`config.mk`:
```
export PLATFORM = sky130hd
export DESIGN_NAME = hex_value_entry_flat
export DESIGN_NICKNAME = d
export VERILOG_FILES = /design/src/rtl/hex_value_entry_if.sv /design/src/rtl/hex_value_entry.sv /design/src/flat_wrapper.sv
export SDC_FILE = /design/constraint.sdc
export NUM_CORES = 1
export LEC_CHECK = 0
export CAP_MARGIN = 30
export CORE_MARGIN = 4
export CORE_UTILIZATION = 60
export DETAILED_ROUTE_END_ITERATION = 10
export HOLD_SLACK_MARGIN = 0.03
export PLACE_DENSITY_LB_ADDON = 0.1
export SLEW_MARGIN = 5
export SYNTH_ARGS = -nofsm -noshare
export SYNTH_HDL_FRONTEND = slang
export SYNTH_SLANG_ARGS = --single-unit
```
`constraint.sdc`:
```
create_clock -name clk -period 9.2 [get_ports clk]
set_clock_uncertainty 0.2 [all_clocks]
set_input_delay 1.84 -clock clk [delete_from_list [all_inputs] [get_ports clk]]
set_output_delay 1.84 -clock clk [all_outputs]
set_load 0.005 [all_outputs]
```
`src/rtl/hex_value_entry_if.sv`:
```
// Hex value entry bus: keypad/button inputs and edited/committed value outputs.
//   slave  : the entry controller (drives o_* signals, reads i_* signals)
//   master : the environment (switches, buttons, display/consumer)
// Signals:
//   i_key_digit   4  hex digit from switches
//   i_btn_*       1  raw bouncing pushbuttons (push/back/enter/clear), active-high
//   o_entry_val  32  value being edited
//   o_digit_count 4  digits currently in o_entry_val
//   o_val        32  last committed value
//   o_val_valid   1  one-cycle pulse when o_val updates
//   o_full        1  entry holds the maximum number of digits
//   o_reject      1  one-cycle pulse when a button event is refused
interface hex_value_entry_if;
  logic [3:0]  i_key_digit;
  logic        i_btn_push;
  logic        i_btn_back;
  logic        i_btn_enter;
  logic        i_btn_clear;
  logic [31:0] o_entry_val;
  logic [3:0]  o_digit_count;
  logic [31:0] o_val;
  logic        o_val_valid;
  logic        o_full;
  logic        o_reject;

  modport slave (
    input  i_key_digit, i_btn_push, i_btn_back, i_btn_enter, i_btn_clear,
    output o_entry_val, o_digit_count, o_val, o_val_valid, o_full, o_reject
  );

  modport master (
    output i_key_digit, i_btn_push, i_btn_back, i_btn_enter, i_btn_clear,
    input  o_entry_val, o_digit_count, o_val, o_val_valid, o_full, o_reject
  );
endinterface

```
`src/rtl/hex_value_entry.sv`:
```
// Hex value entry controller: four pushbuttons are synchronized and debounced,
// and their debounced rising edges edit a hex value digit by digit.
// Ports:
//   clk  rising-edge clock
//   rst  asynchronous, active-high reset
//   bus  hex_value_entry_if.slave (buttons/key in, entry/commit outputs)
//
// state | meaning
// EMPTY | digit_count == 0
// EDIT  | 0 < digit_count < MAX_DIGITS
// FULL  | digit_count == MAX_DIGITS
module hex_value_entry #(
  parameter int DEBOUNCE_CYCLES = 50000,
  parameter int MAX_DIGITS      = 6
) (
  input  logic                clk,
  input  logic                rst,
  hex_value_entry_if.slave    bus
);

  localparam logic [1:0] ST_EMPTY = 2'd0;
  localparam logic [1:0] ST_EDIT  = 2'd1;
  localparam logic [1:0] ST_FULL  = 2'd2;

  localparam int          CW     = $clog2(DEBOUNCE_CYCLES);
  localparam logic [CW-1:0] LP_TC = CW'(DEBOUNCE_CYCLES - 1);
  localparam logic [3:0]  LP_MAX = 4'(MAX_DIGITS);

  // Button index: 0 push, 1 back, 2 enter, 3 clear (also priority order, high last)
  logic [3:0]    w_btn_raw;
  logic [3:0]    r_sync1;
  logic [3:0]    r_sync2;
  logic [3:0]    r_deb;
  logic [3:0]    r_deb_d;
  logic [CW-1:0] r_cnt [4];
  logic [3:0]    w_ev;

  logic [1:0]  r_state;
  logic [31:0] r_entry_val;
  logic [3:0]  r_digit_count;
  logic [31:0] r_val;
  logic        r_val_valid;
  logic        r_full;
  logic        r_reject;

  logic [31:0] w_entry_nxt;
  logic [3:0]  w_count_nxt;
  logic [31:0] w_val_nxt;
  logic        w_vv_nxt;
  logic        w_rej_nxt;
  logic [1:0]  w_state_nxt;

  assign w_btn_raw = {bus.i_btn_clear, bus.i_btn_enter, bus.i_btn_back, bus.i_btn_push};

  always_ff @(posedge clk or posedge rst) begin
    if (rst) begin
      r_sync1 <= '0;
      r_sync2 <= '0;
      r_deb   <= '0;
      r_deb_d <= '0;
      for (int b = 0; b < 4; b++) r_cnt[b] <= '0;
    end else begin
      r_sync1 <= w_btn_raw;
      r_sync2 <= r_sync1;
      r_deb_d <= r_deb;
      for (int b = 0; b < 4; b++) begin
        if (r_sync2[b] == r_deb[b]) begin
          r_cnt[b] <= '0;
        end else if (r_cnt[b] == LP_TC) begin
          // This is the DEBOUNCE_CYCLES-th consecutive differing cycle
          r_cnt[b] <= '0;
          r_deb[b] <= ~r_deb[b];
        end else begin
          r_cnt[b] <= r_cnt[b] + 1'b1;
        end
      end
    end
  end

  // Only debounced rising edges are events
  assign w_ev = r_deb & ~r_deb_d;

  always_comb begin
    w_entry_nxt = r_entry_val;
    w_count_nxt = r_digit_count;
    w_val_nxt   = r_val;
    w_vv_nxt    = 1'b0;
    w_rej_nxt   = 1'b0;
    if (w_ev[3]) begin
      w_entry_nxt = '0;
      w_count_nxt = '0;
    end else if (w_ev[2]) begin
      if (r_state == ST_EMPTY) begin
        w_rej_nxt = 1'b1;
      end else begin
        w_val_nxt   = r_entry_val;
        w_vv_nxt    = 1'b1;
        w_entry_nxt = '0;
        w_count_nxt = '0;
      end
    end else if (w_ev[1]) begin
      if (r_state == ST_EMPTY) begin
        w_rej_nxt = 1'b1;
      end else begin
        w_entry_nxt = r_entry_val >> 4;
        w_count_nxt = r_digit_count - 4'd1;
      end
    end else if (w_ev[0]) begin
      if (r_state == ST_FULL) begin
        w_rej_nxt = 1'b1;
      end else begin
        w_entry_nxt = {r_entry_val[27:0], bus.i_key_digit};
        w_count_nxt = r_digit_count + 4'd1;
      end
    end

    if (w_count_nxt == 4'd0)        w_state_nxt = ST_EMPTY;
    else if (w_count_nxt == LP_MAX) w_state_nxt = ST_FULL;
    else                            w_state_nxt = ST_EDIT;
  end

  always_ff @(posedge clk or posedge rst) begin
    if (rst) begin
      r_state       <= ST_EMPTY;
      r_entry_val   <= '0;
      r_digit_count <= '0;
      r_val         <= '0;
      r_val_valid   <= 1'b0;
      r_full        <= 1'b0;
      r_reject      <= 1'b0;
    end else begin
      r_state       <= w_state_nxt;
      r_entry_val   <= w_entry_nxt;
      r_digit_count <= w_count_nxt;
      r_val         <= w_val_nxt;
      r_val_valid   <= w_vv_nxt;
      r_full        <= (w_state_nxt == ST_FULL);
      r_reject      <= w_rej_nxt;
    end
  end

  assign bus.o_entry_val   = r_entry_val;
  assign bus.o_digit_count = r_digit_count;
  assign bus.o_val         = r_val;
  assign bus.o_val_valid   = r_val_valid;
  assign bus.o_full        = r_full;
  assign bus.o_reject      = r_reject;

endmodule

```
`src/flat_wrapper.sv`:
```
// flat-port wrapper written by rule: the top's interface ports become plain ports
module hex_value_entry_flat 
#(
  parameter int DEBOUNCE_CYCLES = 50000,
  parameter int MAX_DIGITS      = 6
)
  (clk, rst, bus_i_key_digit, bus_i_btn_push, bus_i_btn_back, bus_i_btn_enter, bus_i_btn_clear, bus_o_entry_val, bus_o_digit_count, bus_o_val, bus_o_val_valid, bus_o_full, bus_o_reject);
  hex_value_entry_if bus_i ();
  input  logic clk;
  input  logic rst;
  input wire logic [$bits(bus_i.i_key_digit)-1:0] bus_i_key_digit;
  input wire logic [$bits(bus_i.i_btn_push)-1:0] bus_i_btn_push;
  input wire logic [$bits(bus_i.i_btn_back)-1:0] bus_i_btn_back;
  input wire logic [$bits(bus_i.i_btn_enter)-1:0] bus_i_btn_enter;
  input wire logic [$bits(bus_i.i_btn_clear)-1:0] bus_i_btn_clear;
  output wire logic [$bits(bus_i.o_entry_val)-1:0] bus_o_entry_val;
  output wire logic [$bits(bus_i.o_digit_count)-1:0] bus_o_digit_count;
  output wire logic [$bits(bus_i.o_val)-1:0] bus_o_val;
  output wire logic [$bits(bus_i.o_val_valid)-1:0] bus_o_val_valid;
  output wire logic [$bits(bus_i.o_full)-1:0] bus_o_full;
  output wire logic [$bits(bus_i.o_reject)-1:0] bus_o_reject;
  assign bus_i.i_key_digit = bus_i_key_digit;
  assign bus_i.i_btn_push = bus_i_btn_push;
  assign bus_i.i_btn_back = bus_i_btn_back;
  assign bus_i.i_btn_enter = bus_i_btn_enter;
  assign bus_i.i_btn_clear = bus_i_btn_clear;
  assign bus_o_entry_val = bus_i.o_entry_val;
  assign bus_o_digit_count = bus_i.o_digit_count;
  assign bus_o_val = bus_i.o_val;
  assign bus_o_val_valid = bus_i.o_val_valid;
  assign bus_o_full = bus_i.o_full;
  assign bus_o_reject = bus_i.o_reject;
  hex_value_entry #(.DEBOUNCE_CYCLES(DEBOUNCE_CYCLES), .MAX_DIGITS(MAX_DIGITS)) u_core (.clk(clk), .rst(rst), .bus(bus_i));
endmodule
```
==> results.cfg, run 1 <==
[sta]
fmax_ghz = 0.280
hold_ws_ps = 147
rsz0062_at_grt = false
tns_ps = 0
setup_ws_ps = 5630
period_share_pct = 38.8
period_needed_ps = 3570
tightest_slew_ps = 943
drv_slew = 0
hold_viol = 0
setup_viol = 0
relSlewSlack_pct = 37.0

[power_and_ir_drop]
cellPowerDensity_mw_per_mm2 = 174
vdd_ir_drop_max_mv = 0.133
internal_power_mw = 1.17
swShare_pct = 19.5
power.switching_mw = 0.284
pwr-share-seq_pct = 46.8
p_leak_nw = 3.75
clkPwrFrac_pct = 51.1
combPwrFrac_pct = 2.1

[logic_synthesis]
ys_seq_area_share_pct = 55.9
synthCells = 604
synth_area_leaders = dfrtp_1, mux2_2, nor2_1
synth-edff-count = 0
ys_seq_elements = 152
synthFlopType = dfrtp_1
ys_warn_count = 0
post_synth.cell_area_avg_um2 = 11.3
ys_async_sr_fraction_pct = 100
yosys.area.top_type = dfrtp_1
synth_cell_types = 49
yosysTopAreaCellShare_pct = 55.9
syn_nets = 621
synth_area_mm2 = 0.00681

[worst_setup_path]
slowest_delay_ps = 600
reg2reg_slack_ps = 6560
worst_r2r_endpoint = u_core.bus.o_entry_val[22]
cp_top_family = buffers and inverters
cp.arrival_ps = 1530
critPathBufInv = 1
r2r_start = u_core.r_deb[2]
reg2regPathDepth = 7
path_cells = clkdlybuf4s50_1
critical_path_class = register to output port
end_kind = output port
required_ps = 7160
worstPathMaxFanout = 8
startpoint_type = register
critPathSlowestCell = clkdlybuf4s50_1

[place]
port_buffers = 80
pre_cts_ws_ps = 5220
hpwl_um = 9260
routabilityCongestion = 0.793

[die]
start_util_pct = 62.0
fp.dieW_um = 115
rows = 38
fp.coreArea_mm2 = 0.0110
die_area_mm2 = 0.0131
die_h_um = 115
top_level_ports = 81

[detailed_routing]
wl_um = 13800
first_pass_iters = 5
postRouteAntennaNets = 0
drtIter0Drc = 276
wl_per_cell_um = 16.6
drc = 0
vias = 4710
viasPerCell = 5.65

[global_route]
grt_pass1_vias = 4772
grtUsageTotal_pct = 22.9
grt_pass1_wl_um = 23800
overflow = 0
grt_antenna_before_repair = 0
grt_max_degree = 86

[clock_network]
postCtsHoldBufs = 0
clockBufferDepth = 2
root_buffer = clkbuf_16
post-cts-setup-buffer-count = 0
ctsResizeCount = 0
worstSkewPairLatency_ps = 420
htreeDepth = 4
cts_tree = yes
cts_buffers = 17
cts_sinks = 152
clk_pin_slew_ps = 60

[final_layout]
final_util_pct = 76.0
drive_gt1_share_pct = 12.2
nets = 698
areaGrowthSynthToFinish_pct = 22.5
diodes = 0
fillers = 724

[job]
drv_cap = 0

[outcome]
outcome = finished, final reports clean

[worst_hold_path]
hold_class = register to register
hold_path.startpoint = u_core.r_sync1[1]
min_to = u_core.r_sync2[1]
hold_path_depth = 0
power by group through the flow:
stage | Sequential, mW | Clock (mW) | Combinational (mW)
6_report | 0.680 | 0.743 | 0.0304
5_1_grt | 0.680 | 0.787 | 0.0360
4_1_cts | 0.680 | 0.756 | 0.0319
3_5_place_dp | 0.692 | 0 | 0.0310
3_3_place_gp | 0.691 | 0 | 0.0297
2_1_floorplan | 0.691 | 0 | 0.0226
per-layer routing:
metal | vias to the layer above | share of wire, % | track usage (%)
met3 | 12 | 3.7 | 4.44
met4 | 0 | 0.84 | 7.05
met1 | 2337 | 45 | 30.7
met2 | 114 | 50 | 38.1
li1 | 2247 | - | -
met5 | - | 0 | 0
logic make-up (layout without fill, tap and decap cells):
group	Yosys count	in the layout	share of synthesized area [%]
compound gates	56	56	5.93
xor+xnor	57	57	7.33
fa+ha+maj	7	7	1.29
buf+inv	39	129	3.34
flops	152	152	55.9
mux	65	65	10.2
simple gates	228	228	16.0
sequential cells by signal, summed over array words and instances (netlist names):
name                      flops
u_core.bus.o_val_valid        1
u_core.r_cnt                 64
u_core.r_sync1                4
u_core.r_deb_d                4
u_core.bus.o_entry_val       32
u_core.bus.o_full             1
u_core.r_state                1
u_core.r_deb                  4
u_core.r_sync2                4
u_core.bus.o_reject           1
u_core.bus.o_digit_count      4
u_core.bus.o_val             32
final cells by class:
type | instances | area [um^2] | share of cell area, %
Clock inverter | 14 | 204 | 2.44
Timing Repair Buffer | 85 | 886 | 10.6
Multi-Input combinational cell | 413 | 2790 | 33.4
Inverter | 12 | 50.0 | 0.600
Sequential cell | 152 | 3800 | 45.6
Clock buffer | 18 | 439 | 5.26
Tap cell | 140 | 175 | 2.10
synthesized netlist by cell type, types with 2 or more instances:
master / n
xor2_1: 29
dfrtp_1: 152
mux2_2: 36
nor4b_1: 2
buf_6: 4
and4_1: 3
inv_1: 12
buf_4: 11
ha_1: 7
a22o_1: 4
mux2i_1: 29
or4_1: 2
xnor2_1: 28
or2_2: 3
nand4_1: 19
clkbuf_1: 4
nor4_1: 2
nand2b_1: 3
nand2_1: 53
o21ai_0: 5
nor3_1: 12
o21a_1: 2
and2b_1: 2
o31ai_1: 28
nor2_1: 80
nor2b_1: 3
nand3_1: 19
and3_1: 10
nor3_2: 2
a21oi_1: 7
buf_2: 8
or3_1: 6
worst max-delay path by stage:
stage,end,from,cells after the start
3_5_place_dp,u_core.r_cnt[37],rst,3
3_3_place_gp,u_core.r_cnt[37],rst,3
5_1_grt,u_core.r_cnt[47],rst,3
4_1_cts,bus_o_full,u_core.bus.o_full,1
6_report,bus_o_full,u_core.bus.o_full,1
2_1_floorplan,u_core.bus.o_digit_count[0],rst,1
layout by cell type (no fill, tap or decap), types with 3 or more instances in the layout:
cell type	netlist	layout
nand3_1	19	19
clkbuf_16	0	17
a21oi_1	7	7
nor2_1	80	80
nand4_1	19	19
or3_1	6	6
and3_1	10	10
bufinv_16	0	5
clkinv_2	0	6
dfrtp_1	152	152
nand2b_1	3	3
mux2i_1	29	29
clkdlybuf4s50_1	0	80
a22o_1	4	4
o21ai_0	5	5
or2_2	3	3
xor2_1	29	29
nor3_1	12	12
ha_1	7	7
and4_1	3	3
nand2_1	53	53
o31ai_1	28	28
xnor2_1	28	28
mux2_2	36	36
inv_1	12	11
stage by stage:
| stage | instance area, um^2 | cells | power [mW] |
|---|---|---|---|
| final | 8340 | 834 | 1.45 |
| after global routing | 8340 | 834 | 1.50 |
| after CTS | 8320 | 833 | 1.47 |
| after detailed placement | 7670 | 801 | 0.723 |
| after global placement | 7630 | 799 | 0.721 |
| after floorplan | 6810 | 604 | 0.713 |
Note: power is estimated with default switching activity, not from simulation.
==> run 2, diff against run 1 <==
--- a/config.mk
+++ b/config.mk
@@ -7,7 +7,7 @@
 export LEC_CHECK = 0
 export CAP_MARGIN = 30
 export CORE_MARGIN = 4
-export CORE_UTILIZATION = 60
+export CORE_UTILIZATION = 56
 export DETAILED_ROUTE_END_ITERATION = 10
 export HOLD_SLACK_MARGIN = 0.03
 export PLACE_DENSITY_LB_ADDON = 0.1
==> constraint.sdc (replaced) <==
create_clock -name clk -period 3.5 [get_ports clk]
set_clock_uncertainty 0.2 [all_clocks]
set_input_delay 0.7 -clock clk [delete_from_list [all_inputs] [get_ports clk]]
set_output_delay 0.7 -clock clk [all_outputs]
set_load 0.005 [all_outputs]
==> run 2 against run 1 <==
Compared with the run above:
- core utilization fell by 7.3 points
- clock power rose by 110%
- sequential power rose to 2.6 times the previous value
- critical path depth rose by 4
- non-clock buffer count rose by 3
- count of clock-buffer cells in the layout rose by 7
- largest cell class unchanged
- highest routed layer unchanged
- cell count rose by 0.96%
- register-to-register slack got worse by 5500 ps
==> results.cfg, run 2 (synthesized netlist as in run 1, its figures left out) <==
[sta]
hold_viol = 0
tightest_slew_ps = 630
setup_viol = 0
tns_ps = 0
drv_slew = 0
fmax_ghz = 0.405
period_share_pct = 70.6
relSlewSlack_pct = 57.7
rsz0062_at_grt = false
period_needed_ps = 2470

[clock_network]
cts_tree = yes
worstSkewPairLatency_ps = 410
htreeDepth = 4
post-cts-setup-buffer-count = 0
root_buffer = clkbuf_16
ctsResizeCount = 0
clockBufferDepth = 2
clk_pin_slew_ps = 60
postCtsHoldBufs = 0
cts_buffers = 17
cts_sinks = 152

[final_layout]
final_util_pct = 68.7
areaGrowthSynthToFinish_pct = 20.6
multi_input_area_mm2 = 0.00279
fillers = 896
nets = 701
mostFrequentLayoutCell = dfrtp_1
regMostFlops = u_core.r_cnt
diodes = 0
largest_reg_flops = 64
drive_gt1_share_pct = 11.4
final_cell_mix = dfrtp_1, nor2_1, clkdlybuf4s50_1, nand2_1, mux2_2
register_area_mm2 = 0.00380

[worst_setup_path]
cp_top_family = simple AND/OR/NAND/NOR gates
critPathSlowestCell = nor2b_2
slowest_delay_ps = 480
startpoint_type = register
critical_path_class = register to register
reg2reg_slack_ps = 1030
cp.arrival_ps = 2560
reg2regPathDepth = 5
end_kind = register
worstPathMaxFanout = 26
critPathBufInv = 1
worst_r2r_endpoint = u_core.bus.o_val[22]
required_ps = 3590
path_cells = nor2b_2 > o21ai_1 > nor2_2 > buf_12 > mux2_2
r2r_start = u_core.r_deb[2]

[detailed_routing]
drc = 0
wl_per_cell_um = 15.9
viasPerCell = 5.59
first_pass_iters = 5
postRouteAntennaNets = 0
wl_um = 13400
drtIter0Drc = 359
vias = 4704

[place]
hpwl_um = 9350
routabilityCongestion = 0.832
port_buffers = 80

[die]
top_level_ports = 81
fp.dieW_um = 118
start_util_pct = 56.9
rows = 40
die_h_um = 118
fp.coreArea_mm2 = 0.0120
die_area_mm2 = 0.0140

[global_route]
grt.busiest_layer = met2
overflow = 0
use_met3_pct = 5.65
grtUsageTotal_pct = 20.6
grt_pass1_wl_um = 23300
grt_max_degree = 61
gr-usage-met1_pct = 27.4
grtUsageMet2_pct = 32.9
grt_pass1_vias = 4734
grt_antenna_before_repair = 0

[power_and_ir_drop]
combPwrFrac_pct = 2.5
p_leak_nw = 3.68
internal_power_mw = 2.71
cellPowerDensity_mw_per_mm2 = 416
swShare_pct = 20.7
vdd_ir_drop_max_mv = 0.367
pwr-share-seq_pct = 52.3
power.switching_mw = 0.706
clkPwrFrac_pct = 45.2

[worst_hold_path]
hold_path.startpoint = u_core.r_sync1[1]
min_to = u_core.r_sync2[1]
hold_class = register to register
hold_path_depth = 0

[outcome]
outcome = finished, final reports clean

[job]
drv_cap = 0
## run 2: per-stage QoR
| stage | area (um^2) | setup WS (ps) | power [mW] | hold WS [ps] | instances |
|---|---|---|---|---|---|
| after floorplan | 6810 | 683 | 1.88 | 131 | 604 |
| after global placement | 7720 | 1160 | 1.90 | 133 | 812 |
| after detailed placement | 7720 | 1030 | 1.91 | 136 | 812 |
| after CTS | 8210 | 1010 | 3.46 | 149 | 842 |
| after global routing | 8210 | 841 | 3.56 | 164 | 842 |
| final | 8210 | 1030 | 3.42 | 148 | 842 |
## run 2: power groups by stage
stage	Clock, mW	Combinational, mW	Sequential (mW)
after floorplan	0	0.0598	1.82
after global placement	0	0.0838	1.82
after detailed placement	0	0.0879	1.82
after CTS	1.58	0.0886	1.79
after global routing	1.67	0.0983	1.79
final	1.55	0.0842	1.79
## run 2: routing by layer
metal  share of wire (%)  vias up
met3                 4.7       17
li1                    -     2254
met5                   0        -
met1                  45     2326
met2                  49      107
met4                 1.4        0
## run 2: worst max-delay path by stage
stage | cells past startpoint | from | endpoint | slack [ps]
after global routing | 7 | u_core.r_deb[2] | u_core.bus.o_entry_val[17] | 840
after floorplan | 1 | rst | u_core.bus.o_digit_count[0] | 680
final | 5 | u_core.r_deb[2] | u_core.bus.o_val[22] | 1030
after CTS | 5 | u_core.r_deb[2] | u_core.bus.o_val[22] | 1010
after global placement | 5 | u_core.r_deb[2] | u_core.bus.o_val[11] | 1160
after detailed placement | 5 | u_core.r_deb[2] | u_core.bus.o_val[17] | 1030
## run 2: area by class of cell
| class | count | share of cell area [%] |
|---|---|---|
| clock buffer | 25 | 5.67 |
| clock inverter | 5 | 0.305 |
| inverter | 12 | 0.594 |
| multi-input combinational | 413 | 33.9 |
| sequential | 152 | 46.3 |
| tap | 147 | 2.24 |
| timing repair buffer | 88 | 10.9 |
## run 2: worst reg2reg max path: cells and delay by family, from the launching register on
| family | cells | cell delay [ps] |
|---|---|---|
| multiplexers | 1 | 370 |
| buffers and inverters | 1 | 250 |
| AND/OR/NAND/NOR | 2 | 920 |
| flip-flops | 1 | 380 |
| AO/OA/AOI/OAI | 1 | 230 |
==> run 3, diff against run 2 <==
--- a/config.mk
+++ b/config.mk
@@ -7,7 +7,7 @@
 export LEC_CHECK = 0
 export CAP_MARGIN = 30
 export CORE_MARGIN = 4
-export CORE_UTILIZATION = 56
+export CORE_UTILIZATION = 50
 export DETAILED_ROUTE_END_ITERATION = 10
 export HOLD_SLACK_MARGIN = 0.03
 export PLACE_DENSITY_LB_ADDON = 0.1
==> constraint.sdc (replaced) <==
create_clock -name clk -period 2 [get_ports clk]
set_clock_uncertainty 0.2 [all_clocks]
set_input_delay 0.4 -clock clk [delete_from_list [all_inputs] [get_ports clk]]
set_output_delay 0.4 -clock clk [all_outputs]
set_load 0.005 [all_outputs]
==> run 3 against run 2 <==
Compared with the run above:
- critical path type is now register to output port
- flip-flop and latch count stayed put
- global-route usage is 2.2 points lower
- sequential power is 75% higher
- clock power is 110% higher
- cell count is 8.9% higher
- sequential share of layout area is 3.0 points lower
==> results.cfg, run 3 (synthesized netlist as in run 1, its figures left out) <==
[final_layout]
diodes = 0
mostFrequentLayoutCell = dfrtp_1
largest_reg_flops = 64
areaGrowthSynthToFinish_pct = 29.6
drive_gt1_share_pct = 20.2
finalInstanceArea_mm2 = 0.00883
regMostFlops = u_core.r_cnt
nets = 746
final_cell_mix = dfrtp_1, nor2_1, clkdlybuf4s50_1, nand2_1, buf_4

[detailed_routing]
postRouteAntennaNets = 0
viasPerCell = 5.38
wl_um = 14300
drtIter0Drc = 292
vias = 4929
wl_per_cell_um = 15.6
drc = 0
first_pass_iters = 5

[global_route]
grt_pass1_wl_um = 23400
grt_pass1_vias = 4761
overflow = 0
grt_antenna_before_repair = 0
grt_max_degree = 82
grtUsageTotal_pct = 18.4

[sta]
drv_slew = 0
tightest_slew_ps = 602
hold_viol = 0
period_share_pct = 98.3
period_needed_ps = 1970
relSlewSlack_pct = 59.9
setup_viol = 0
fmax_ghz = 0.509

[power_and_ir_drop]
vdd_ir_drop_max_mv = 0.559
p_leak_nw = 4.01
pwr-share-seq_pct = 47.9
combPwrFrac_pct = 2.3
power.switching_mw = 1.29
swShare_pct = 19.7
cellPowerDensity_mw_per_mm2 = 740
clkPwrFrac_pct = 49.8
total_power_mw = 6.53
internal_power_mw = 5.24

[worst_setup_path]
required_ps = 1400
path_cells = clkdlybuf4s50_1
cp_top_family = buffers and inverters
critPathSlowestCell = clkdlybuf4s50_1
cp.arrival_ps = 1370
critPathBufInv = 1
critical_path_class = register to output port
startpoint_type = register
end_kind = output port
worstPathMaxFanout = 5
slowest_delay_ps = 520

[clock_network]
clk_pin_slew_ps = 60
cts_sinks = 152
cts_tree = yes
cts_buffers = 17
worstSkewPairLatency_ps = 420
htreeDepth = 4
postCtsHoldBufs = 0
clockBufferDepth = 2
root_buffer = clkbuf_16

[die]
fp.coreArea_mm2 = 0.0133
fp.dieW_um = 125
start_util_pct = 51.2
die_h_um = 125
top_level_ports = 81
die_area_mm2 = 0.0156
rows = 42

[place]
port_buffers = 80
hpwl_um = 9380
postPlaceCellArea_mm2 = 0.00794
routabilityCongestion = 0.798

[worst_hold_path]
hold_class = register to register

[job]
drv_cap = 0

[outcome]
outcome = finished, final reports clean
[run 3: power by group through the flow]
| stage | Clock, mW | Combinational (mW) | Sequential, mW |
|---|---|---|---|
| finish | 3.25 | 0.152 | 3.13 |
| global route | 3.46 | 0.179 | 3.13 |
| CTS | 3.32 | 0.158 | 3.13 |
| detailed placement | 0 | 0.157 | 3.18 |
| global placement | 0 | 0.152 | 3.18 |
| floorplan | 0 | 0.105 | 3.18 |
[run 3: area by class of cell]
cell class | count | area, um^2
flip-flops and latches | 152 | 3820
well taps | 176 | 220
inverters | 12 | 48.8
multi-input cells | 413 | 2830
clock inverters | 7 | 116
fillers | 1011 | 4470
clock buffers | 24 | 492
repair buffers | 133 | 1300
[run 3: metrics by stage]
| stage | util [%] | cells | hold WS [ps] | setup slack [ps] | setup TNS, ps |
|---|---|---|---|---|---|
| 3_3_place_gp | 59.7 | 863 | 137 | 110 | 0 |
| 6_report | 66.4 | 917 | 149 | 34.1 | 0 |
| 3_5_place_dp | 59.7 | 863 | 137 | 67.6 | 0 |
| 2_1_floorplan | - | 604 | 131 | -517 | -78580 |
| 4_1_cts | 64.8 | 902 | 150 | 0.178 | 0 |
| 5_1_grt | 66.4 | 917 | 155 | -16.0 | -44.2 |
[run 3: timing repair]
| item | in CTS | in global routing |
|---|---|---|
| hold endpoints to repair | 0 | 0 |
| setup buffers | 8 | 12 |
| setup endpoints to repair | 20 | 75 |
| cloned | 0 | 3 |
| gates resized for setup | 14 | 14 |
[run 3: final timing paths]
path / startpoint / to / slack, ps / depth (start not counted)
worst max register to register: u_core.r_deb[3] / u_core.bus.o_entry_val[22] / 110 / 6
worst min-delay path: u_core.r_sync1[0] / u_core.r_sync2[0] / 150 / 0
max in group asynchronous: rst / u_core.bus.o_entry_val[25] / 970 / 3
worst max-delay path: u_core.bus.o_entry_val[8] / bus_o_entry_val[8] / 30 / 1
worst min register to register: u_core.r_sync1[0] / u_core.r_sync2[0] / 150 / 0
min in group asynchronous: rst / u_core.r_cnt[7] / 260 / 3
[run 3: layer usage]
metal	part of all wire, %	routed length [um]	vias to the layer above	track usage, %
met5	0	0	-	0
met3	4.8	686	18	5.75
met2	48	6900	116	29.1
li1	-	-	2344	-
met1	45	6480	2451	24.3
met4	1.6	235	0	5.93
